[config.mk]
export PLATFORM = sky130hd
export DESIGN_NAME = image_line_feeder
export DESIGN_NICKNAME = d
export VERILOG_FILES = /design/src/rtl/image_line_feeder.sv
export SDC_FILE = /design/constraint.sdc
export NUM_CORES = 1
export LEC_CHECK = 0
export BUFFER_PORTS_ARGS = -buffer_cell sky130_fd_sc_hd__buf_2
export CAP_MARGIN = 20
export CORE_UTILIZATION = 53
export CTS_CLUSTER_DIAMETER = 80
export DETAILED_ROUTE_END_ITERATION = 7
export GPL_ROUTABILITY_DRIVEN = 1
export GPL_TIMING_DRIVEN = 1
export HOLD_SLACK_MARGIN = 0.03
export PLACE_DENSITY = 0.77
export SLEW_MARGIN = 0
export SYNTH_ARGS = -nofsm -noshare
export SYNTH_HDL_FRONTEND = slang
export SYNTH_SLANG_ARGS = --single-unit
[constraint.sdc]
create_clock -name ACLK -period 3.4 [get_ports ACLK]
set_clock_uncertainty 0.15 [all_clocks]
set_input_delay 0.34 -clock ACLK [delete_from_list [all_inputs] [get_ports ACLK]]
set_output_delay 0.34 -clock ACLK [all_outputs]
set_load 0.05 [all_outputs]
[src/rtl/image_line_feeder.sv]
// Streams 8-bit grey pixels from a 1-cycle-latency frame memory into image_top's AXI-stream
// port. Prefill lines go out freely, later lines need an INT credit, then zero pad lines follow.
module image_line_feeder #(
  parameter int LINE_W        = 512,
  parameter int NUM_LINES     = 512,
  parameter int PREFILL_LINES = 4,
  parameter int PAD_LINES     = 2,
  parameter int ADDR_W        = 18
) (
  input  logic              ACLK,
  input  logic              ARESETn,
  input  logic              start,
  output logic              busy,
  output logic              done,
  output logic              mem_en,
  output logic [ADDR_W-1:0] mem_addr,
  input  logic [7:0]        mem_rdata,
  output logic              TVALID_man,
  output logic [7:0]        TDATA_man,
  output logic              TLAST_man,
  input  logic              TREADY_man,
  input  logic              INT
);

  localparam int PIX_W   = (LINE_W > 1) ? $clog2(LINE_W) : 1;
  localparam int TOTAL   = NUM_LINES + PAD_LINES;
  localparam int LINE_CW = $clog2(TOTAL) + 1;

  localparam logic [PIX_W-1:0]   PIX_LAST     = PIX_W'(LINE_W - 1);
  localparam logic [LINE_CW-1:0] LINE_LAST    = LINE_CW'(TOTAL - 1);
  localparam logic [LINE_CW-1:0] LINE_PREFILL = LINE_CW'(PREFILL_LINES);
  localparam logic [LINE_CW-1:0] LINE_PAD     = LINE_CW'(NUM_LINES);

  localparam logic [1:0] S_IDLE   = 2'd0;
  localparam logic [1:0] S_STREAM = 2'd1;
  localparam logic [1:0] S_DRAIN  = 2'd2;

  logic [1:0]         state;
  logic [PIX_W-1:0]   pix_cnt;
  logic [LINE_CW-1:0] line_cnt;
  logic [1:0]         credits;
  logic [1:0]         credits_next;
  logic               int_q;
  logic               inflight;
  logic               inflight_pad;
  logic               inflight_last;
  logic [1:0]         fifo_count;
  logic [7:0]         fifo_data0;
  logic [7:0]         fifo_data1;
  logic               fifo_last0;
  logic               fifo_last1;

  logic       pop;
  logic       push;
  logic [7:0] push_data;
  logic [2:0] occ;
  logic       room;
  logic       line_start;
  logic       in_prefill;
  logic       gate_ok;
  logic       issue;
  logic       is_pad;
  logic       consume;
  logic       rise;
  logic       last_pop;

  assign TVALID_man = (fifo_count != 2'd0);
  assign TDATA_man  = fifo_data0;
  assign TLAST_man  = fifo_last0;
  assign pop        = TVALID_man & TREADY_man;

  // A slot is reserved at issue time so the FIFO can never overflow when the read returns.
  assign occ        = {1'b0, fifo_count} + {2'b00, inflight} - {2'b00, pop};
  assign room       = (occ < 3'd2);
  assign line_start = (pix_cnt == '0);
  assign in_prefill = (line_cnt < LINE_PREFILL);
  assign gate_ok    = !line_start || in_prefill || (credits != 2'd0);
  assign issue      = (state == S_STREAM) && gate_ok && room;
  assign is_pad     = (line_cnt >= LINE_PAD);
  assign mem_en     = issue && !is_pad;
  assign consume    = issue && line_start && !in_prefill;
  assign rise       = INT && !int_q && (state != S_IDLE);

  assign last_pop = (state == S_DRAIN) && pop && (fifo_count == 2'd1) && !inflight;
  assign done     = last_pop;
  assign busy     = (state != S_IDLE) && !last_pop;

  assign push      = inflight;
  assign push_data = inflight_pad ? 8'h00 : mem_rdata;

  always_comb begin
    credits_next = credits;
    if (rise && !consume) begin
      if (credits != 2'd3) credits_next = credits + 2'd1;
    end else if (consume && !rise) begin
      credits_next = credits - 2'd1;
    end
  end

  // Control: FSM, counters, credits and the read-in-flight stage.
  always_ff @(posedge ACLK or negedge ARESETn) begin
    if (!ARESETn) begin
      state         <= S_IDLE;
      pix_cnt       <= '0;
      line_cnt      <= '0;
      credits       <= 2'd0;
      int_q         <= 1'b0;
      mem_addr      <= '0;
      inflight      <= 1'b0;
      inflight_pad  <= 1'b0;
      inflight_last <= 1'b0;
    end else begin
      int_q         <= INT;
      inflight      <= issue;
      inflight_pad  <= issue && is_pad;
      inflight_last <= issue && (pix_cnt == PIX_LAST);
      if (state != S_IDLE) credits <= credits_next;
      case (state)
        S_IDLE: begin
          if (start) begin
            state    <= S_STREAM;
            pix_cnt  <= '0;
            line_cnt <= '0;
            credits  <= 2'd0;
            mem_addr <= '0;
          end
        end
        S_STREAM: begin
          if (issue) begin
            if (!is_pad) mem_addr <= mem_addr + ADDR_W'(1);
            if (pix_cnt == PIX_LAST) begin
              pix_cnt <= '0;
              if (line_cnt == LINE_LAST) begin
                line_cnt <= '0;
                state    <= S_DRAIN;
              end else begin
                line_cnt <= line_cnt + LINE_CW'(1);
              end
            end else begin
              pix_cnt <= pix_cnt + PIX_W'(1);
            end
          end
        end
        S_DRAIN: begin
          if (last_pop) state <= S_IDLE;
        end
        default: state <= S_IDLE;
      endcase
    end
  end

  // Output FIFO: entry 0 is the stream head and only moves on a pop.
  always_ff @(posedge ACLK or negedge ARESETn) begin
    if (!ARESETn) begin
      fifo_count <= 2'd0;
      fifo_data0 <= 8'h00;
      fifo_data1 <= 8'h00;
      fifo_last0 <= 1'b0;
      fifo_last1 <= 1'b0;
    end else begin
      case ({push, pop})
        2'b10: begin
          if (fifo_count == 2'd0) begin
            fifo_data0 <= push_data;
            fifo_last0 <= inflight_last;
          end else begin
            fifo_data1 <= push_data;
            fifo_last1 <= inflight_last;
          end
          fifo_count <= fifo_count + 2'd1;
        end
        2'b01: begin
          fifo_data0 <= fifo_data1;
          fifo_last0 <= fifo_last1;
          fifo_count <= fifo_count - 2'd1;
        end
        2'b11: begin
          if (fifo_count == 2'd1) begin
            fifo_data0 <= push_data;
            fifo_last0 <= inflight_last;
          end else begin
            fifo_data0 <= fifo_data1;
            fifo_last0 <= fifo_last1;
            fifo_data1 <= push_data;
            fifo_last1 <= inflight_last;
          end
        end
        default: ;
      endcase
    end
  end

endmodule
==> results of run 1 <==
placed cells by master, fill, tap and decap left out, types with 3 or more instances in the layout:
master      n
buf_4       9
buf_2      42
o21ai_0    19
xor2_1     15
nand4_1    11
clkinv_2    4
ha_1       10
mux2i_1     9
nand3b_1    3
o2111ai_1   3
nor3_1      4
mux2_2     10
nor2_1     46
a21oi_1     5
nand3_1    10
o31ai_1     3
and3_1      9
xnor2_1    13
nand2_1    38
nor2b_1    11
inv_1      12
nor4_1      5
dfrtp_1    65
nor3_2      6
clkbuf_8    9
stage by stage:
stage          power [mW]  setup TNS, ps  setup WS, ps
4_1_cts              3.36              0          22.3
3_3_place_gp         2.61              0           188
6_report             3.42              0           163
2_1_floorplan        2.29              0          45.2
5_1_grt              3.63          -16.7         -9.67
3_5_place_dp         2.67              0          87.8
kinds of logic (layout without fill, tap and decap cells):
logic type      after synthesis  count (layout)  share of synthesized area [%]
compound gates               53              53                           10.1
xor+xnor                     29              29                           7.15
simple gates                168             168                           24.7
mux                          19              19                           5.54
flops                        66              66                           45.2
buf+inv                      25              84                           3.01
fa+ha+maj                    12              12                           4.31
timing repair:
item,in CTS,in global routing
cloned,0,0
endpoints found under the setup margin,1,28
hold endpoints to repair,37,0
pin swaps,1,3
hold buffers,2,0
resized for setup,4,8
setup buffers,1,1
critical path: stages (launching register included):
cell and delay, ps:
dfrtp_1 420, inv_1 90, ha_2 220, clkinvlp_4 80, nand2_2 100, nor2_4 140, o21ai_1 110, fa_2 640
nand3_2 120, a21oi_2 150, and2_4 190, buf_6 160
synthesized netlist by cell type, drive strengths merged (2+ instances only):
master   number
and3         10
mux2i         9
nand3b        3
o22a          2
o31ai         3
nand3        12
nor4          7
nor3         10
nand4        11
buf           4
o2111ai       3
clkbuf        8
xor2         15
a21oi         7
a2111oi       2
dfrtp        66
xnor2        14
nor3b         2
nand2        39
nor2b        11
mux2         10
and2          3
nor2         48
a31oi         2
ha           11
or3           3
inv          13
o21ai        22
and2b         2
o22ai         2
per-layer routing:
layer | track usage, % | vias up
met3 | 4.96 | 15
met4 | 9.24 | 0
met5 | 0 | -
met1 | 30.8 | 1425
met2 | 39.4 | 89
li1 | - | 1412
how the worst max path moves through the flow:
stage / startpoint / to
CTS: fifo_count[0] / mem_en
global placement: fifo_count[0] / mem_addr[4]
global route: fifo_count[0] / mem_addr[4]
finish: fifo_count[0] / mem_en
detailed placement: fifo_count[0] / credits[1]
floorplan: fifo_count[1] / credits[1]
registers in the layout, summed over array words and instances, names as in the netlist:
name and count:
pix_cnt 9, inflight 1, credits 2, fifo_count 2, TLAST_man 1, int_q 1, inflight_pad 1, inflight_last 1
mem_addr 18, fifo_data1 8, line_cnt 11, TDATA_man 8, state 2, fifo_last1 1
power groups by stage:
stage	logic, mW	clock network [mW]	registers [mW]
final	1.63	0.634	1.15
after detailed placement	1.51	0	1.16
after CTS	1.57	0.648	1.15
after global placement	1.47	0	1.15
after floorplan	0.868	0	1.43
after global routing	1.77	0.686	1.18
area by class of cell:
cell class	count	share of cell area, %
flip-flops and latches	66	38.9
inverters	13	1.24
clock buffers	10	3.01
repair buffers	55	7.54
well taps	77	2.27
multi-input cells	281	45.7
clock inverters	6	1.36
==> results.md, run 1 <==
- Status: completed
- Metal2 WL: 3.83 mm
- Largest net degree at the start of global routing: 39
- Fill cells: 527
- Reg-to-Reg Start: fifo_count[0]
- Clock Tree Buf Depth: 2
- Post-synthesis register bit count: 66
- Synth async-reset ratio: 100%
- Leak: 1.97 nW
- Seq pwr share: 33.6%
- Period utilization: 95.2%
- DP Cell Count: 487
- Crit-path max FO: 5
- Crit Path Class: register to primary output
- Top routing layer in use: met4
- Synth top area share: 45.2%
- Hold slack: 241 ps
- Drt total wl: 7.73 mm
- Skew-Pair Late Insertion Delay: 330 ps
- Synth Instances: 372
- Avg WL per Cell: 15.2 um
- Met3 wire length: 336 um
- Type of origin of the critical path: register
- Overall Global Routing Usage: 23.8%
- Die Footprint: 0.00723 sq mm
- Layout cells sized above 1: 25.5%
- # DRC: 0
- First DRT Iteration DRCs: 134
- Post-Syn Area: 0.00366 sq mm
- Clock sinks: 66
- Storage element area: 0.00165 sq mm
- Number of synthesized flops with an enable pin: 0
- Area leader, netlist: dfrtp_1
- TritonCTS buffer count: 9
- Worst-Margin Slew: 876 ps
- Hold Crit Class: input pin to register
- DP HPWL: 5.46 mm
- Clock Tree Root: clkbuf_8
- Worst R2R Setup Slack: 160 ps
- Hold Path Depth: 3
- Core area: 0.00649 sq mm
- Routed vias/inst: 5.79
- First-pass GRT wire length: 13.5 mm
- Slew margin rel.: 41.6%
- Multi-input gate area: 0.00194 sq mm
- Hold Fails Final Rpt: 0
- Initial DRT Pass Iterations: 5
- Vias: 2941
- Area contributors post-synth: dfrtp_1 (45%), nor2_1 (4.8%), nand2_1 (4.0%)
- Num rows: 29
- Switching pwr: 1.50 mW
- Critical path arrival: 2750 ps
- Net Sw Frac: 43.9%
- Die width: 85.1 um
- Final slew viol count: 0
- Initial antenna violation count: 0
- Min-delay src: start
- Hold endpoint: credits[1]
- Fmax: 0.309 GHz
- CTS tree: built
- Post-synthesis net count: 397
- Diodes inserted: 0
- Crit. End Element: primary output
- FF-to-FF End: credits[1]
- Reg2reg path depth: 12
- Dominant synthesized flop cell: dfrtp_1
- Syn-to-layout area delta: 16.1%
- Post-Layout Inst Area: 0.00425 sq mm
- Die Y: 85.1 um
- Max Cap Viol: 0
- Initial core utilization: 56.3%
- Placement Cell Area: 0.00398 sq mm
- GRT overflow: 0
- Worst-path clk slew: 70 ps
- I/O pin count: 44
- Post-synth cell types: 62
- Setup Viol. Count Final: 0
- Min Tclk post-route: 3240 ps
- Port Buffers: 43
- Sequential area share after synthesis: 45.2%
- YS warnings: 0
- P_int: 1.92 mW
- Met1 WL: 3.43 mm
- Layout Cells excl Fill: 508
- PwrDens: 805 mW/mm^2
- Nets: 451
- Clock power share: 18.6%
- Comb pwr share: 47.8%
- Vias in the first global route: 2905
- CP required: 2910 ps
- Max IR drop VDD: 0.331 mV
- H-tree Lvls: 3
- GPL Wtd Cong: 0.826
- Util after Layout: 65.4%
- Syn avg cell area: 9.83 sq um
- Post-DRT Antenna Nets: 0
Note: power is estimated with default switching activity, not from simulation.
==> run 2, diff against run 1 <==
- CORE_UTILIZATION: 53 -> 60
- CTS_BUF_LIST: unset -> sky130_fd_sc_hd__clkbuf_8
- PLACE_DENSITY: 0.77 -> 0.82
- clock period: 3.4 -> 3.5 ns (I/O delays scaled with it)
==> results.md, run 2 (synthesis results as in run 1) <==
- Critical path arrival: 2890 ps (was 2750 ps)
- Worst-path clk slew: 70 ps (about the same)
- Clock Tree Root: clkbuf_8 (unchanged)
- Leak: 1.97 nW (about the same)
- Largest net degree at the start of global routing: 67 (was 39)
- Drt total wl: 7.83 mm (was 7.73 mm)
- Die width: 80.1 um (was 85.1 um)
- Routed vias/inst: 5.73 (was 5.79)
- Reg2reg path depth: 13 (was 12)
- Vias: 2881 (was 2941)
- Min Tclk post-route: 3390 ps
- GRT overflow: 0 (unchanged)
- Max reg flops: 18 (unchanged)
- I/O pin count: 44 (unchanged)
- Slew margin rel.: 43.8% (was 41.6%)
- Commonest non-fill, non-tap cell in the layout: dfrtp_1 (unchanged)
- FF-to-FF End: credits[1] (unchanged)
- First DRT Iteration DRCs: 188 (was 134)
- Largest register by flop count: mem_addr (unchanged)
- Fmax: 0.295 GHz
- GPL Wtd Cong: 0.821 (was 0.826)
- Overall Global Routing Usage: 26.4% (was 23.8%)
- Diodes inserted: 0 (unchanged)
- Die Footprint: 0.00641 sq mm (was 0.00723 sq mm)
- Crit Path Class: register to primary output (unchanged)
- Clock Tree Buf Depth: 2 (unchanged)
- Num rows: 28 (was 29)
- DP HPWL: 5.36 mm (was 5.46 mm)
- Layout cells sized above 1: 24.3% (was 25.5%)
- H-tree Lvls: 3 (unchanged)
- Hold Fails Final Rpt: 0 (unchanged)
- Port Buffers: 43 (unchanged)
- TritonCTS buffer count: 9 (unchanged)
- Period utilization: 96.8%
- Type of origin of the critical path: register (unchanged)
- Nets: 448 (was 451)
- Crit-path max FO: 5 (unchanged)
- Worst R2R Setup Slack: 170 ps (was 160 ps)
- Skew-Pair Late Insertion Delay: 350 ps (was 330 ps)
- Initial antenna violation count: 0 (unchanged)
- Max IR drop VDD: 0.460 mV (was 0.331 mV)
- Max Cap Viol: 0 (unchanged)
- Reg-to-Reg Start: fifo_count[0] (unchanged)
- Core area: 0.00589 sq mm (was 0.00649 sq mm)
- Layout Cells excl Fill: 503 (was 508)
- Initial core utilization: 62.1% (was 56.3%)
- Crit. End Element: primary output (unchanged)
- Tot Pwr: 3.29 mW (was 3.42 mW)
- Die Y: 80.1 um (was 85.1 um)
- Hold Crit Class: input pin to asynchronous set/reset pin (was input pin to register)
- CP required: 3000 ps (was 2910 ps)
- Status: completed (unchanged)
- Vias in the first global route: 2804 (was 2905)
- # DRC: 0 (unchanged)
- PwrDens: 781 mW/mm^2 (was 805 mW/mm^2)
- Final slew viol count: 0 (unchanged)
- Clock sinks: 66 (unchanged)
- Most frequent cells in the layout: dfrtp_1 (66), nor2_1 (46), buf_2 (42) (was dfrtp_1 (65), nor2_1 (46), buf_2 (42))
- DP Cell Count: 485 (was 487)
- Setup Viol. Count Final: 0 (unchanged)
- Setup TNS: 0 ps (unchanged)
- Syn-to-layout area delta: 15.1% (was 16.1%)
- First-pass GRT wire length: 12.8 mm (was 13.5 mm)
- Post-DRT Antenna Nets: 0 (unchanged)
- Initial DRT Pass Iterations: 4 (was 5)
- CTS tree: built (unchanged)
- Avg WL per Cell: 15.6 um (was 15.2 um)
- Top flop regs: mem_addr x18, line_cnt x11, pix_cnt x9 (unchanged)
- Worst-Margin Slew: 843 ps (was 876 ps)
==> run 2: metrics by stage <==
| stage | worst slack, ps | hold WS (ps) | utilization (%) | area [sq um] |
|---|---|---|---|---|
| floorplan | 45.2 | -95.6 | - | 3670 |
| global placement | 243 | 306 | 67.5 | 3970 |
| detailed placement | 145 | 316 | 67.5 | 3970 |
| CTS | 18.6 | 59.8 | 71.0 | 4180 |
| global route | -23.7 | 121 | 71.5 | 4210 |
| finish | 113 | 6.31 | 71.5 | 4210 |
==> run 2: where the power goes <==
group | total [mW] | internal (mW) | switching [mW]
clock network | 0.640 | 0.343 | 0.297
registers | 1.12 | 0.951 | 0.165
logic | 1.53 | 0.538 | 0.992
==> run 2: repair_timing <==
item	in CTS	in global routing
pin swaps	0	1
endpoints found under the hold margin	1	0
endpoints found under the setup margin	1	16
resized for setup	1	6
hold buffers	1	0
buffers inserted	0	1
==> run 2: layout make-up <==
type,count,area (sq um)
Multi-Input combinational cell,281,1920
Clock buffer,10,138
Fill cell,467,1680
Inverter,13,52.6
Timing Repair Buffer,52,292
Clock inverter,6,57.6
Tap cell,75,93.8
Sequential cell,66,1650
==> run 2: worst max-delay path by stage <==
stage / startpoint / to / cells past startpoint
2_1_floorplan: fifo_count[1] / credits[1] / 13
3_3_place_gp: fifo_count[0] / mem_addr[4] / 12
3_5_place_dp: fifo_count[0] / credits[1] / 13
4_1_cts: fifo_count[0] / mem_en / 12
5_1_grt: fifo_count[0] / mem_en / 12
6_report: fifo_count[0] / mem_en / 12
==> run 2: layer usage <==
metal | track usage, % | up-vias | routed length (um)
li1 | - | 1406 | -
met1 | 33.9 | 1406 | 3430
met5 | 0 | - | 0
met4 | 8.57 | 0 | 91
met3 | 5.11 | 9 | 295
met2 | 44.6 | 60 | 4010
==> run 2: critical path, stage by stage (launching register included) <==
cell        delay, ps
dfrtp_1           420
inv_1              90
ha_1              260
clkinvlp_4        100
nand2_2           100
nor2_4            130
o21ai_0           140
fa_2              380
xnor2_2           240
nand3_2           120
a21oi_1           170
and2_2            220
buf_6             170
==> run 3, diff against run 2 <==
- CTS_CLUSTER_SIZE: unset -> 40
- MAX_ROUTING_LAYER: unset -> met4
==> results.md, run 3 (synthesis results as in run 1) <==
- Status: completed (unchanged)
- # DRC: 0 (unchanged)
- Max reg flops: 18 (unchanged)
- Crit path to: mem_en (unchanged)
- H-tree Lvls: 3 (unchanged)
- Die Footprint: 0.00641 sq mm (unchanged)
- Avg WL per Cell: 15.7 um (was 15.6 um)
- DP HPWL: 5.36 mm (unchanged)
- I/O pin count: 44 (unchanged)
- Port Buffers: 43 (unchanged)
- Initial core utilization: 62.1% (unchanged)
- Layout Cells excl Fill: 503 (unchanged)
- Worst-Margin Slew: 828 ps (was 843 ps)
- First DRT Iteration DRCs: 171 (was 188)
- Nets: 448 (unchanged)
- Clock sinks: 66 (unchanged)
- Max IR drop VDD: 0.462 mV (was 0.460 mV)
- First-pass GRT wire length: 12.9 mm (was 12.8 mm)
- Leak: 1.97 nW (unchanged)
- Min Tclk post-route: 3380 ps (was 3390 ps)
- Overall Global Routing Usage: 27.1% (was 26.4%)
- CP required: 3000 ps (about the same)
- Largest net degree at the start of global routing: 67 (unchanged)
- Initial antenna violation count: 0 (unchanged)
- DP Cell Count: 485 (unchanged)
- Vias in the first global route: 2806 (was 2804)
- Placement Cell Area: 0.00397 sq mm (unchanged)
- Initial DRT Pass Iterations: 4 (unchanged)
- CTS tree: built (unchanged)
- Seq pwr share: 33.9% (was 34.0%)
- Skew-Pair Late Insertion Delay: 350 ps (about the same)
- Die width: 80.1 um (unchanged)
- Worst path cell trace: inv_1 -> ha_1 -> clkinvlp_4 -> nand2_2 -> nor2_4 -> o21ai_0 -> fa_2 -> xnor2_2 -> nand3_2 -> a21oi_1 -> and2_2 -> buf_6 (unchanged)
- Worst-path clk slew: 70 ps (about the same)
- Routed vias/inst: 5.81 (was 5.73)
- GPL Wtd Cong: 0.834 (was 0.821)
- Num rows: 28 (unchanged)
- Max incr delay on CP: 420 ps (about the same)
- Slew margin rel.: 44.8% (was 43.8%)
- Diodes inserted: 0 (unchanged)
- Net Sw Frac: 44.4% (was 44.3%)
- Post-DRT Antenna Nets: 0 (unchanged)
- Crit Path Class: register to primary output (unchanged)
- Clock Tree Buf Depth: 2 (unchanged)
- Util after Layout: 71.5% (unchanged)
- Fmax: 0.295 GHz (about the same)
- TritonCTS buffer count: 9 (unchanged)
- Hold slack: 10.2 ps (was 6.31 ps)
- Fill cells: 467 (unchanged)
- Type of origin of the critical path: register (unchanged)
- Crit. End Element: primary output (unchanged)
- Critical path arrival: 2880 ps (was 2890 ps)
- Metal2 WL: 4.04 mm (was 4.01 mm)
- Comb pwr share: 46.6% (about the same)
- Largest register by flop count: mem_addr (unchanged)
- Top flop regs: mem_addr x18, line_cnt x11, pix_cnt x9 (unchanged)
- Setup TNS: 0 ps (unchanged)
- Tot Pwr: 3.29 mW (about the same)
- Max Cap Viol: 0 (unchanged)
- Met3 wire length: 296 um (was 295 um)
- GRT overflow: 0 (unchanged)
- DP Worst Slack: 145 ps (unchanged)
- Clock power share: 19.5% (about the same)
- Die Y: 80.1 um (unchanged)
- Most frequent cells in the layout: dfrtp_1 (66), nor2_1 (46), buf_2 (42) (unchanged)
- Post-Layout Inst Area: 0.00421 sq mm (unchanged)
- Reg-to-Reg Start: fifo_count[0] (unchanged)
- Reg2reg path depth: 13 (unchanged)
- Clock Tree Root: clkbuf_8 (unchanged)
- Hold Crit Class: input pin to asynchronous set/reset pin (unchanged)
- Period utilization: 96.7% (was 96.8%)
- Crit-path max FO: 5 (unchanged)
- Worst setup path start: fifo_count[0] (unchanged)
- Layout cells sized above 1: 24.3% (unchanged)
- Met1 WL: 3.45 mm (was 3.43 mm)
- Switching pwr: 1.46 mW (was 1.45 mW)
- Core area: 0.00589 sq mm (unchanged)
- Drt total wl: 7.87 mm (was 7.83 mm)
- Worst path slowest cell: dfrtp_1 (unchanged)
- Setup Viol. Count Final: 0 (unchanged)
- Final setup margin: 116 ps (was 113 ps)
- Top routing layer in use: met4 (unchanged)
- Commonest non-fill, non-tap cell in the layout: dfrtp_1 (unchanged)
- PwrDens: 782 mW/mm^2 (was 781 mW/mm^2)
- Final slew viol count: 0 (unchanged)
- P_int: 1.83 mW (about the same)
- Syn-to-layout area delta: 15.1% (unchanged)
- FF-to-FF End: credits[1] (unchanged)
- Worst R2R Setup Slack: 180 ps (was 170 ps)
- Hold Fails Final Rpt: 0 (unchanged)
- Vias: 2922 (was 2881)
## run 3: cell counts in the layout (fill, tap and decap cells not counted)
Identical to the previous run, type by type.
## run 3: final cells by class
class	count	area (sq um)	area share, %
inverters	13	52.6	1.25
flip-flops and latches	66	1650	39.2
clock buffers	10	138	3.27
clock inverters	6	57.6	1.37
multi-input cells	281	1920	45.7
repair buffers	52	292	6.93
well taps	75	93.8	2.23
## run 3: worst max-delay path, delay by kind of cell (launching register included)
kind | cells | cell delay [ps]
adders and majority gates | 2 | 640
and+or+nand+nor | 4 | 570
DFF | 1 | 420
buffers and inverters | 3 | 350
AOI/OAI and AO/OA | 2 | 310
xor gates and xnor gates | 1 | 240
## run 3: metal layers
metal,up-vias,track usage (%)
met5,-,-
met4,0,8.57
met3,11,5.11
met2,62,44.4
met1,1440,34.1
li1,1409,-
## run 3: how the worst min path moves through the flow
| stage | start | slack (ps) | depth (start not counted) | to |
|---|---|---|---|---|
| finish | ARESETn | 10 | 2 | TDATA_man[3] |
| CTS | ARESETn | 60 | 2 | fifo_data1[7] |
| global placement | TDATA_man[5] | 310 | 2 | TDATA_man[5] |
| floorplan | ARESETn | -100 | 0 | TDATA_man[0] |
| global route | ARESETn | 120 | 2 | fifo_data1[7] |
| detailed placement | TDATA_man[6] | 320 | 2 | TDATA_man[6] |
## run 3: what timing repair did
item / in CTS / in global routing
pin swaps: 0 / 1
endpoints found under the hold margin: 1 / 0
setup buffers: 0 / 1
setup endpoints to repair: 1 / 16
gates resized for setup: 1 / 6
hold buffers: 1 / 0
## run 3: power groups by stage
| stage | combinational [mW] | sequential (mW) | clock, mW |
|---|---|---|---|
| 2_1_floorplan | 0.841 | 1.38 | 0 |
| 5_1_grt | 1.66 | 1.14 | 0.683 |
| 6_report | 1.54 | 1.12 | 0.641 |
| 4_1_cts | 1.49 | 1.11 | 0.649 |
| 3_3_place_gp | 1.43 | 1.11 | 0 |
| 3_5_place_dp | 1.47 | 1.13 | 0 |
